==> config.mk <==
export PLATFORM = sky130hd
export DESIGN_NAME = muldiv_arbiter
export DESIGN_NICKNAME = d
export VERILOG_FILES = /design/src/rtl/muldiv_arbiter.sv
export SDC_FILE = /design/constraint.sdc
export NUM_CORES = 1
export LEC_CHECK = 0
export BUFFER_PORTS_ARGS = -buffer_cell sky130_fd_sc_hd__buf_4
export CAP_MARGIN = 20
export CELL_PAD_IN_SITES_DETAIL_PLACEMENT = 0
export CELL_PAD_IN_SITES_GLOBAL_PLACEMENT = 1
export CORE_AREA = 2 2 167 169
export DETAILED_ROUTE_END_ITERATION = 10
export DIE_AREA = 0 0 169 171
export PLACE_DENSITY_LB_ADDON = 0.12
export REMOVE_ABC_BUFFERS = 1
export SKIP_CTS_REPAIR_TIMING = 1
export SYNTH_ARGS = -nofsm -noshare
export SYNTH_HDL_FRONTEND = slang
export SYNTH_SLANG_ARGS = --single-unit
==> constraint.sdc <==
create_clock -name clock -period 2.55 [get_ports clock]
set_input_delay 0.3825 -clock clock [delete_from_list [all_inputs] [get_ports clock]]
set_output_delay 0.3825 -clock clock [all_outputs]
set_load 0.005 [all_outputs]
==> src/rtl/muldiv_arbiter.sv <==
// Round-robin arbiter sharing one muldiv unit between two requesters.
// Define MULDIV_ARB_TIMEOUT_EN to add the BUSY watchdog (abort with err after TIMEOUT cycles).
module muldiv_arbiter #(
  parameter int OP1_W   = 32,
  parameter int OP2_W   = 64,
  parameter int TIMEOUT = 200
) (
  input  logic             clock,
  input  logic             reset,
  input  logic             req0,
  input  logic             req1,
  input  logic             op0,
  input  logic             op1,
  input  logic [OP1_W-1:0] a0,
  input  logic [OP1_W-1:0] a1,
  input  logic [OP2_W-1:0] b0,
  input  logic [OP2_W-1:0] b1,
  output logic             gnt0,
  output logic             gnt1,
  output logic             done0,
  output logic             done1,
  output logic             err,
  output logic [OP2_W-1:0] result,
  output logic [OP1_W-1:0] md_opera1,
  output logic [OP2_W-1:0] md_opera2,
  output logic             md_start,
  output logic             md_muordi,
  output logic             md_reset,
  input  logic             md_valid,
  input  logic [OP2_W-1:0] md_result
);

  typedef enum logic [2:0] {
    S_IDLE,
    S_GNT,
    S_CLR,
    S_START,
    S_BUSY,
    S_DONE,
    S_ABORT
  } state_t;

  state_t           r_state;
  state_t           w_state_next;
  logic             r_owner;
  logic             r_last;
  logic [OP1_W-1:0] r_opera1;
  logic [OP2_W-1:0] r_opera2;
  logic             r_muordi;
  logic [OP2_W-1:0] r_result;
  logic             w_pick1;
  logic             w_expired;

  // Watchdog: counts BUSY cycles; cleared whenever the FSM is outside BUSY.
`ifdef MULDIV_ARB_TIMEOUT_EN
  localparam int CNT_W = (TIMEOUT > 1) ? $clog2(TIMEOUT) : 1;
  localparam logic [CNT_W-1:0] CNT_LAST = CNT_W'(TIMEOUT - 1);

  logic [CNT_W-1:0] r_cnt;

  always_ff @(posedge clock) begin
    if (reset || (r_state != S_BUSY)) begin
      r_cnt <= '0;
    end else begin
      r_cnt <= r_cnt + 1'b1;
    end
  end

  assign w_expired = (r_cnt == CNT_LAST);
`else
  assign w_expired = 1'b0;

  // TIMEOUT has no effect unless the watchdog is compiled in.
  if (TIMEOUT < 1) begin : g_timeout_unused
  end
`endif

  always_comb begin
    w_state_next = r_state;
    w_pick1      = 1'b0;
    gnt0         = 1'b0;
    gnt1         = 1'b0;
    done0        = 1'b0;
    done1        = 1'b0;
    err          = 1'b0;
    md_start     = 1'b0;
    md_reset     = reset;
    case (r_state)
      S_IDLE: begin
        // Only one requester: it wins. Both: the one not served last wins.
        w_pick1 = (req0 && req1) ? ~r_last : req1;
        if (req0 || req1) begin
          w_state_next = S_GNT;
        end
      end
      S_GNT: begin
        gnt0         = ~reset & ~r_owner;
        gnt1         = ~reset & r_owner;
        w_state_next = S_CLR;
      end
      S_CLR: begin
        md_reset     = 1'b1;
        w_state_next = S_START;
      end
      S_START: begin
        md_start     = ~reset;
        w_state_next = S_BUSY;
      end
      S_BUSY: begin
        if (md_valid) begin
          w_state_next = S_DONE;
        end else if (w_expired) begin
          w_state_next = S_ABORT;
        end
      end
      S_DONE: begin
        done0        = ~reset & ~r_owner;
        done1        = ~reset & r_owner;
        w_state_next = S_IDLE;
      end
      S_ABORT: begin
        done0        = ~reset & ~r_owner;
        done1        = ~reset & r_owner;
        md_reset     = 1'b1;
`ifdef MULDIV_ARB_TIMEOUT_EN
        err          = ~reset;
`endif
        w_state_next = S_IDLE;
      end
      default: begin
        w_state_next = S_IDLE;
      end
    endcase
  end

  always_ff @(posedge clock) begin
    if (reset) begin
      r_state  <= S_IDLE;
      r_owner  <= 1'b0;
      r_last   <= 1'b1;
      r_opera1 <= '0;
      r_opera2 <= '0;
      r_muordi <= 1'b0;
      r_result <= '0;
    end else begin
      r_state <= w_state_next;
      // Operands are latched once at the winning edge and held until the next grant.
      if ((r_state == S_IDLE) && (w_state_next == S_GNT)) begin
        r_owner  <= w_pick1;
        r_opera1 <= w_pick1 ? a1 : a0;
        r_opera2 <= w_pick1 ? b1 : b0;
        r_muordi <= w_pick1 ? op1 : op0;
      end
      if (r_state == S_BUSY) begin
        if (md_valid) begin
          r_result <= md_result;
        end else if (w_expired) begin
          r_result <= '0;
        end
      end
      if ((r_state == S_DONE) || (r_state == S_ABORT)) begin
        r_last <= r_owner;
      end
    end
  end

  assign result    = r_result;
  assign md_opera1 = r_opera1;
  assign md_opera2 = r_opera2;
  assign md_muordi = r_muordi;

endmodule

* Word level (Yosys, flattened, before mapping)
Index checks and enable logic that the tools add are counted.
** Storage, ports and cells
- Output and inout bits :: 168
- Register bits after elaboration :: 166
- Input bits :: 263
- Word-level logic and storage cells :: 41
** Cells by class
- Reductions and logical operators :: 8
- Equal/unequal tests :: 7
- Bitwise logic cells :: 5
- Multiplexer cells :: 14
** Operator list (count)
- $mux W64 :: 1
- $mux W32 :: 1
- $pmux W3 S5 :: 1
- $eq A3 B3 Y1 const B :: 3
- $mux W1 :: 9
- $eq A3 B1 Y1 const B :: 2
- $eq A3 B2 Y1 const B :: 2
- $mux W3 :: 2
- $reduce_or A2 Y1 :: 2
- $logic_not A3 Y1 :: 1
- $not A1 Y1 :: 3
- $and A1 B1 Y1 :: 2
- $logic_and A1 B1 Y1 :: 2
- $logic_or A1 B1 Y1 :: 2
- $reduce_and A2 Y1 :: 1

* Depth between registers and ports, before layout
Gate-level depths: netlist of run 1.
- Word-level depth :: 5
- Gate-level depth with buffers :: 8
- Gate-level depth less buffers :: 3

* Worst setup path after synthesis of run 1
No wires, ideal clock.
- Path type :: reg2reg
- From :: register r_state[0]
- To :: register r_opera2[41], in the netlist md_opera2[41]
- Stages on the path, launching flop included :: 9
- Buffers on the path :: 5
- Period minus slack after synthesis :: 1655 ps
- Path slack :: 895 ps
- Arrival :: 1522 ps
- Data required time :: 2417 ps
- Setup time :: 133 ps
- Path through :: dfxtp_1 buf_2 or3_1 buf_2 buf_6 nor2_8 buf_6 buf_6 a311oi_1
** On the way
- Word-level cells in the longest chain between the ends :: 4
- Elaborated cells between the ends (all ways) :: 12
- Classes of those cells :: 5 x eq/ne; 5 x mux; 2 x reduce/logical
** Ends and longest elaborated chain
- start: declaration :: RTL line 43 : state_t r_state;
- start signal: assignment :: RTL line 146 : r_state <= w_state_next;
- $eq A3 B3 Y1, or another cell as far along :: RTL line 88 : case (r_state)
- $pmux W3 S5 :: RTL line 88
- $eq A3 B1 Y1 :: RTL line 148 : if ((r_state == S_IDLE) && (w_state_next == S_GNT)) begin
- $logic_and A1 B1 Y1 :: RTL line 148
- end signal: assignment :: RTL line 151 : r_opera2 <= w_pick1 ? b1 : b0;
- end: declaration :: RTL line 48 : logic [OP2_W-1:0] r_opera2;
Parallel ways exist; a longest one is shown, timed or not.
A chain may end at the register's enable or synchronous reset.

* Worst setup path in the final report of run 1
- From :: register r_state[1]
- To :: output port done1
** On the way
- Word-level cells in the longest chain between the ends :: 3
- Elaborated cells between the ends (all ways) :: 4
- Classes of those cells :: 2 x eq/ne; 1 x mux; 1 x reduce/logical
** Ends and longest elaborated chain
- $eq A3 B3 Y1 :: RTL line 88
- $reduce_or A2 Y1 (no line) (*)
- $mux W1 (*)
- end: declaration :: RTL line 21 : output logic done1,
Every way passes the cells marked *; elsewhere a longest branch is shown, timed or not.

==> flow_summary.ini, run 1 <==
[global_routing]
grt_start_max_net_pins = 110
grt_pass1_wl_mm = 46.6
antenna_found_initial = 0
grt_pass1_vias = 7817
grt_overflow = 0
grt_usage_pct = 20.5

[power_and_ir_drop]
combPwrFrac_pct = 42.4
seq_power_share_pct = 34.0
power_w = 0.0107
p_per_area_nw_per_um2 = 961
vdd_drop_max_uv = 478
pwr-share-clk_pct = 23.6
p_int_w = 0.00655
p_leak_nw = 4.56
swShare_pct = 39.1
p_sw_w = 0.00420

[timing]
clock.fmax_mhz = 462
worst_pin_slew_ns = 0.831
final.period_utilization_pct = 84.8
clock_skew_ns = 0.0132
setup_ws_ns = 0.388
relSlewSlack_pct = 44.6
finalHoldViolCount = 0
period_needed_ns = 2.16
rsz0062_at_grt = no
drv_slew = 0
setup_viol = 0

[synth]
synth_most_common_cell = dfxtp_1
seq_area_frac_synth_pct = 46.4
post_synth_num_cell_types = 32
yosys_warnings = 0
synth_common_cells = dfxtp_1 (166), a21oi_1 (164), nand2_1 (131), nand3_1 (98), o21ai_0 (98)
syn-cell-area_um2 = 7160
syn_inst = 892
ys_seq_elements = 166
syn_avg_cell_area_um2 = 8.02
yosysTopAreaCellShare_pct = 46.4
synth_edf_count = 0
synth-async-reset-ratio_pct = 0
synth_top_area_cell = dfxtp_1
synthTopCellsByArea = dfxtp_1 (46%), a311oi_1 (12%), a21oi_1 (11%)
synth_flop_cell = dfxtp_1

[placed_design]
gp_congestion = 0.755
io_buffers = 429
place_ws_ns = 0.600
dp.final_hpwl_mm = 20.6
placed_area_um2 = 10600

[clock_tree]
cts.sinks = 166
clk_pin_slew_worst_paths_ns = 0.08
cts_tree = done
clkLatencyLatePin_ns = 0.43
h-tree-depth = 4
cts_buffers = 17
clk_path_buf_depth = 2
cts_root_buf = clkbuf_16

[floorplanning]
coreArea_um2 = 27300
die-width_um = 169
dieArea_um2 = 28900
boundaryPins = 431
start_util_pct = 26.2
core.rowCount = 61
fp.dieH_um = 171

[drt]
dr.pass1.iters = 4
wl_mm = 31.0
ant_nets = 0
vias = 8087
drtIter0Drc = 516
drc_errors = 0
routedWlPerCell_um = 19.3
via_per_inst = 5.04

[critical_path]
cp.required_ns = 2.17
end_kind = primary output
worst_setup_path_start_kind = flip-flop
r2r_cells = 4
critical-path-top-delay-family = flip-flops
critical_path_class = flip-flop to primary output
arrival_ns = 1.78
path_cells = xor2_1 -> nand2_1 -> nor3b_1 -> buf_4
path_buf_inv = 1
cp_num_cells = 4
slowest_stage = dfxtp_1
cpPeakStageDelay_ns = 0.59
crit_fanout = 11

[hold_path]
holdCritPathClass = primary input to flip-flop
hold_depth = 3

[cells_and_area]
area_delta_synth_final_pct = 56.3
final_cell_area_um2 = 11200
drive_above_1_share_pct = 38.7
antenna_cells = 0
nets = 1510

[run_status]
status = finished clean

[flow_run]
drv_cap = 0
sequential cells by signal (all words and copies together) (netlist names):
name,cells
r_state,3
md_muordi,1
md_opera1,32
md_opera2,64
r_owner,1
r_last,1
result,64
metal layers:
layer | routed length, um | global-route usage (%) | vias to the layer above | part of all wire, %
li1 | - | - | 3973 | -
met1 | 13000 | 25.2 | 3776 | 42
met2 | 14600 | 33.5 | 308 | 47
met3 | 2870 | 7.59 | 30 | 9.2
met4 | 527 | 6.02 | 0 | 1.7
met5 | 0 | 0 | - | 0
placed cells by master (no fill, tap or decap), types with 2 or more instances in the layout:
cell type   instances
clkinvlp_4          2
clkbuf_16          17
nor3_1              2
inv_6               5
dfxtp_1           166
inv_8               2
buf_12             11
a311oi_1           97
a21oi_1           164
inv_1               2
nand3_1            98
buf_4             436
nor3b_1             2
nand2_1           131
o21ai_0            98
clkinv_4            3
nor2_1              3
per-stage QoR:
step	TNS (ns)	cells	hold slack, ns	util (%)
2_1_floorplan	-561.45	781	0.447	-
3_3_place_gp	0	1574	0.443	38.9
3_5_place_dp	0	1574	0.448	38.9
4_1_cts	0	1606	0.176	40.9
5_1_grt	0	1606	0.179	40.9
6_report	0	1606	0.195	40.9
worst reg2reg max path: cells and delay by family, from the launching register on:
kind            cells  cell delay (ns)
buf+inv             1             0.31
flops               1             0.42
compound gates      1             0.20
simple gates        2             0.88
final timing paths:
kind	startpoint	slack, ns	endpoint
max	r_state[1]	0.39	done1
min	md_result[61]	0.19	result[61]
max reg2reg	r_state[0]	0.59	md_opera1[25]
min reg2reg	result[40]	0.46	result[40]
power by group through the flow:
stage / Combinational (W) / Sequential, W / Clock, W
3_3_place_gp: 0.00462 / 0.00369 / 0
4_1_cts: 0.00461 / 0.00366 / 0.00262
2_1_floorplan: 0.00148 / 0.00334 / 0
5_1_grt: 0.00496 / 0.00373 / 0.00271
6_report: 0.00456 / 0.00365 / 0.00253
3_5_place_dp: 0.00461 / 0.00370 / 0
cells by family (layout without fill, tap and decap cells):
family	after synthesis	in the layout	share of synthesized area (%)
AND/OR/NAND/NOR	247	247	15.6
AO/OA/AOI/OAI	364	364	30.8
other	1	1	0.0524
flip-flops	166	166	46.4
buffers and inverters	113	481	7.01
XOR/XNOR	1	1	0.122
layout make-up:
type	instances	area, um^2
fill	2880	16100
tap	346	433
timing repair buffer	447	3490
clock buffer	19	443
multi-input combinational	613	3370
clock inverter	13	113
sequential	166	3320
inverter	2	7.51
Power figures use the tool's default switching activity.
==> run 2: changes to the inputs <==
--- a/config.mk
+++ b/config.mk
@@ -9,9 +9,9 @@
 export CAP_MARGIN = 20
 export CELL_PAD_IN_SITES_DETAIL_PLACEMENT = 0
 export CELL_PAD_IN_SITES_GLOBAL_PLACEMENT = 1
-export CORE_AREA = 2 2 167 169
+export CORE_MARGIN = 1.5
+export CORE_UTILIZATION = 27
 export DETAILED_ROUTE_END_ITERATION = 10
-export DIE_AREA = 0 0 169 171
 export PLACE_DENSITY_LB_ADDON = 0.12
 export REMOVE_ABC_BUFFERS = 1
 export SKIP_CTS_REPAIR_TIMING = 1
==> constraint.sdc (replaced) <==
create_clock -name clock -period 1.95 [get_ports clock]
set_input_delay 0.2925 -clock clock [delete_from_list [all_inputs] [get_ports clock]]
set_output_delay 0.2925 -clock clock [all_outputs]
set_load 0.005 [all_outputs]
==> run 2 against run 1 <==
Worst setup slack got worse by 0.32 ns. Cell area increased by 1.9%. Register-to-register slack lost 0.41 ns. Core utilization up 2.8 points. Clock-buffer cell count is 1 lower. Via count increased by 1.2%. Critical path type unchanged. Critical endpoint is now done0. Largest cell class unchanged.
==> flow_summary.ini, run 2 (same netlist as run 1, synthesis figures left out) <==
[run_status]
status = finished clean

[floorplanning]
coreArea_um2 = 26100
dieArea_um2 = 27500
boundaryPins = 431
core.rowCount = 59
fp.dieH_um = 166
die-width_um = 166
start_util_pct = 27.5

[drt]
drc_errors = 0
dr.pass1.iters = 4
vias = 8187
ant_nets = 0
drtIter0Drc = 555
wl_mm = 30.8
via_per_inst = 5.09
routedWlPerCell_um = 19.2

[clock_tree]
clk_pin_slew_worst_paths_ns = 0.07
cts_root_buf = clkbuf_16
h-tree-depth = 4
cts.sinks = 166
cts_tree = done
clk_path_buf_depth = 2
clkLatencyLatePin_ns = 0.43
cts_buffers = 17

[placed_design]
gp_congestion = 0.755
io_buffers = 429
place_inst = 1575
dp.final_hpwl_mm = 21.0

[timing]
clock.fmax_mhz = 532
setup_viol = 0
period_needed_ns = 1.88
finalHoldViolCount = 0
clock_skew_ns = 0.0129
drv_slew = 0
final.period_utilization_pct = 96.5
hold_slack_ns = 0.105
setup_tns_ns = 0

[cells_and_area]
fin_cells = 1608
drive_above_1_share_pct = 39.5
final_util_pct = 43.7
layout_common_cells = buf_4 (443), dfxtp_1 (166), a21oi_1 (164), nand2_1 (131)
nets = 1522
mostFrequentLayoutCell = buf_4
area_delta_synth_final_pct = 59.2

[critical_path]
critical_path_class = flip-flop to primary output
end_kind = primary output
cp.required_ns = 1.66
r2r_cells = 4
crit_fanout = 10
arrival_ns = 1.59
worst_setup_path_start_kind = flip-flop

[hold_path]
holdCritPathClass = primary input to flip-flop
hold_depth = 3

[power_and_ir_drop]
p_leak_nw = 4.67
power_w = 0.0148
vdd_drop_max_uv = 563
p_per_area_nw_per_um2 = 1300

[flow_run]
drv_cap = 0

[global_routing]
grt_overflow = 0
grt_start_max_net_pins = 81
grt_usage_pct = 21.6
grt_pass1_vias = 7945
grt_pass1_wl_mm = 47.2
antenna_found_initial = 1
[run 2: changes by cell type in the layout (fill, tap and decap cells not counted), moves of 2 or more]
cell / delta
buf_4: +7
buf_12: +4
clkinv_4: -2
bufinv_16: +2
inv_8: +2
[run 2: layout make-up]
class,instances,area [um^2]
timing repair buffer,459,3640
sequential,166,3320
fill,2682,14700
antenna,1,2.50
clock buffer,18,439
multi-input combinational,613,3390
clock inverter,14,180
tap,335,419
inverter,2,7.51
[run 2: critical path, stage by stage (launching register included)]
cell,delay [ns]
dfxtp_1,0.34
buf_6,0.16
xor2_2,0.20
nand2_1,0.14
nor3_1,0.17
buf_4,0.15
[run 2: path summary, 6_finish.rpt]
kind	from	to	slack (ns)
max	r_state[1]	done0	0.07
min	md_result[23]	result[23]	0.10
max reg2reg	r_state[0]	md_opera2[61]	0.18
min reg2reg	result[43]	result[43]	0.46
[run 2: stage by stage]
stage / setup WS [ns] / cell area (um^2)
2_1_floorplan: -4.50 / 6660
3_3_place_gp: 0.204 / 10800
3_5_place_dp: 0.161 / 10800
4_1_cts: -0.0421 / 11400
5_1_grt: -0.0356 / 11400
6_report: 0.0687 / 11400
[run 2: power by group]
group	switching (W)	internal, W
combinational	0.00349	0.00293
clock	0.00165	0.00199
sequential	0.000468	0.00425
total	0.00561	0.00918
[run 2: metal layers]
metal | GRT usage, % | routed length [um]
met2 | 35.6 | 14900
met1 | 26.4 | 12800
met4 | 7.09 | 732
met3 | 7.24 | 2370
met5 | 0 | 0
==> run 3: changes to the inputs <==
--- a/config.mk
+++ b/config.mk
@@ -9,12 +9,13 @@
 export CAP_MARGIN = 20
 export CELL_PAD_IN_SITES_DETAIL_PLACEMENT = 0
 export CELL_PAD_IN_SITES_GLOBAL_PLACEMENT = 1
-export CORE_MARGIN = 1.5
-export CORE_UTILIZATION = 27
+export CORE_AREA = 2 2 167 169
 export DETAILED_ROUTE_END_ITERATION = 10
+export DIE_AREA = 0 0 169 171
 export PLACE_DENSITY_LB_ADDON = 0.12
 export REMOVE_ABC_BUFFERS = 1
 export SKIP_CTS_REPAIR_TIMING = 1
+export SLEW_MARGIN = 20
 export SYNTH_ARGS = -nofsm -noshare
 export SYNTH_HDL_FRONTEND = slang
 export SYNTH_SLANG_ARGS = --single-unit
==> constraint.sdc (replaced) <==
create_clock -name clock -period 2.1 [get_ports clock]
set_input_delay 0.315 -clock clock [delete_from_list [all_inputs] [get_ports clock]]
set_output_delay 0.315 -clock clock [all_outputs]
set_load 0.005 [all_outputs]
==> run 3 against run 2 <==
Cell area shrank 0.34%. Worst hold slack gained 0.027 ns. Core utilization shrank 2.2 points. Die area grew 5.1%. Clock skew grew 0.00064 ns. Clock-buffer cell count is the same. Sequential share of layout area grew 0.10 points. Non-clock buffer count shrank 5. First-iteration DRC count shrank 17%. Clock power shrank 10%. Critical endpoint is now done1. Largest cell class unchanged.
==> flow_summary.ini, run 3 (same netlist as run 1, synthesis figures left out) <==
[run_status]
status = finished clean

[power_and_ir_drop]
seq_power_share_pct = 32.6
p_sw_w = 0.00512
vdd_drop_max_uv = 658
p_leak_nw = 4.65
power_w = 0.0134
swShare_pct = 38.1
p_per_area_nw_per_um2 = 1180
combPwrFrac_pct = 43.1
p_int_w = 0.00832
pwr-share-clk_pct = 24.3

[drt]
via_per_inst = 5.03
vias = 8115
routedWlPerCell_um = 19.2
drc_errors = 0
ant_nets = 0
dr.pass1.iters = 6
wl_mm = 31.0
drtIter0Drc = 462

[critical_path]
cpMostUsedCell = buf_4
r2r_slack_ns = 0.30
r2r_cells = 4
r2r_end = md_opera2[37]
worst_setup_path_start_kind = flip-flop
crit_fanout = 10
path_buf_inv = 2
end_kind = primary output
reg2reg_from = r_state[0]
critical_path_class = flip-flop to primary output
cpPeakStageDelay_ns = 0.33
arrival_ns = 1.63
critical-path-top-delay-family = buffers and inverters
path_cells = buf_4 -> xor2_1 -> nand2_1 -> nor3b_1 -> buf_4
slowest_stage = dfxtp_1
cp.required_ns = 1.78

[placed_design]
io_buffers = 429
gp_congestion = 0.745
dp.final_hpwl_mm = 20.6

[floorplanning]
fp.dieH_um = 171
coreArea_um2 = 27300
core.rowCount = 61
dieArea_um2 = 28900
die-width_um = 169
start_util_pct = 26.2
boundaryPins = 431

[clock_tree]
cts_root_buf = clkbuf_16
clk_pin_slew_worst_paths_ns = 0.07
cts_tree = done
h-tree-depth = 4
clk_path_buf_depth = 2
cts_buffers = 17
clkLatencyLatePin_ns = 0.43
cts.sinks = 166

[cells_and_area]
nets = 1517
final_util_pct = 41.6
mostFrequentLayoutCell = buf_4
antenna_cells = 0
drive_above_1_share_pct = 39.1
area_delta_synth_final_pct = 58.7
fill_cells = 2897
layout_common_cells = buf_4 (437), dfxtp_1 (166), a21oi_1 (164), nand2_1 (131)

[global_routing]
grt_busiest_layer = met2
grt_pass1_wl_mm = 45.6
antenna_found_initial = 0
grt_start_max_net_pins = 105
met1_usage_pct = 25.3
grt_usage_pct = 20.2
grt_pass1_vias = 7733
met3_usage_pct = 7.38
met2_usage_pct = 33.0
grt_overflow = 0

[timing]
clock.fmax_mhz = 513
rsz0062_at_grt = no
clock_skew_ns = 0.0135
finalHoldViolCount = 0
final.period_utilization_pct = 92.8
drv_slew = 0
setup_viol = 0
period_needed_ns = 1.95

[hold_path]
holdCritPathClass = primary input to flip-flop
min_to = result[36]
hold_depth = 3
min_from = md_result[36]

[flow_run]
drv_cap = 0
[run 3: power by group through the flow]
stage	clock network, W	logic, W	registers, W
6_report	0.00326	0.00578	0.00439
5_1_grt	0.00353	0.00631	0.00449
4_1_cts	0.00339	0.00585	0.00439
3_5_place_dp	0	0.00585	0.00444
3_3_place_gp	0	0.00583	0.00443
2_1_floorplan	0	0.00167	0.00400
[run 3: per-stage QoR]
| step | hold WS (ns) | setup slack [ns] | area [um^2] | setup TNS (ns) | instances |
|---|---|---|---|---|---|
| 6_report | 0.132 | 0.151 | 11400 | 0 | 1613 |
| 5_1_grt | 0.111 | 0.0305 | 11400 | 0 | 1613 |
| 4_1_cts | 0.110 | 0.121 | 11400 | 0 | 1613 |
| 3_5_place_dp | 0.447 | 0.287 | 10800 | 0 | 1581 |
| 2_1_floorplan | 0.384 | -4.35 | 6660 | -634.80 | 781 |
| 3_3_place_gp | 0.443 | 0.301 | 10800 | 0 | 1581 |
[run 3: how the worst max path moves through the flow]
stage                               end       start  slack (ns)  depth (start not counted)
after floorplan               md_muordi  r_state[1]       -4.35                          3
after detailed placement  md_opera2[37]  r_state[0]        0.29                          4
after global routing              done1  r_state[1]        0.03                          5
final                             done1  r_state[1]        0.15                          5
after global placement    md_opera2[37]  r_state[0]        0.30                          4
after CTS                         done1  r_state[1]        0.12                          5
[run 3: layout make-up]
type	instances	area [um^2]	share of cell area, %
inverters	2	7.51	0.0661
multi-input cells	613	3370	29.7
repair buffers	454	3620	31.9
clock buffers	18	429	3.78
clock inverters	14	169	1.49
flip-flops and latches	166	3320	29.3
well taps	346	433	3.81
[run 3: worst min-delay path, stage by stage]
cell	delay, ns
buf_4	0.10
nand2_1	0.04
a21oi_1	0.05
[run 3: layer usage]
layer  share of wire [%]  wire length (um)  vias up
met5                   0                 0        -
met4                 1.5               455        0
met3                 8.8              2730       24
met2                  47             14500      305
met1                  43             13200     3797
li1                    -                 -     3989
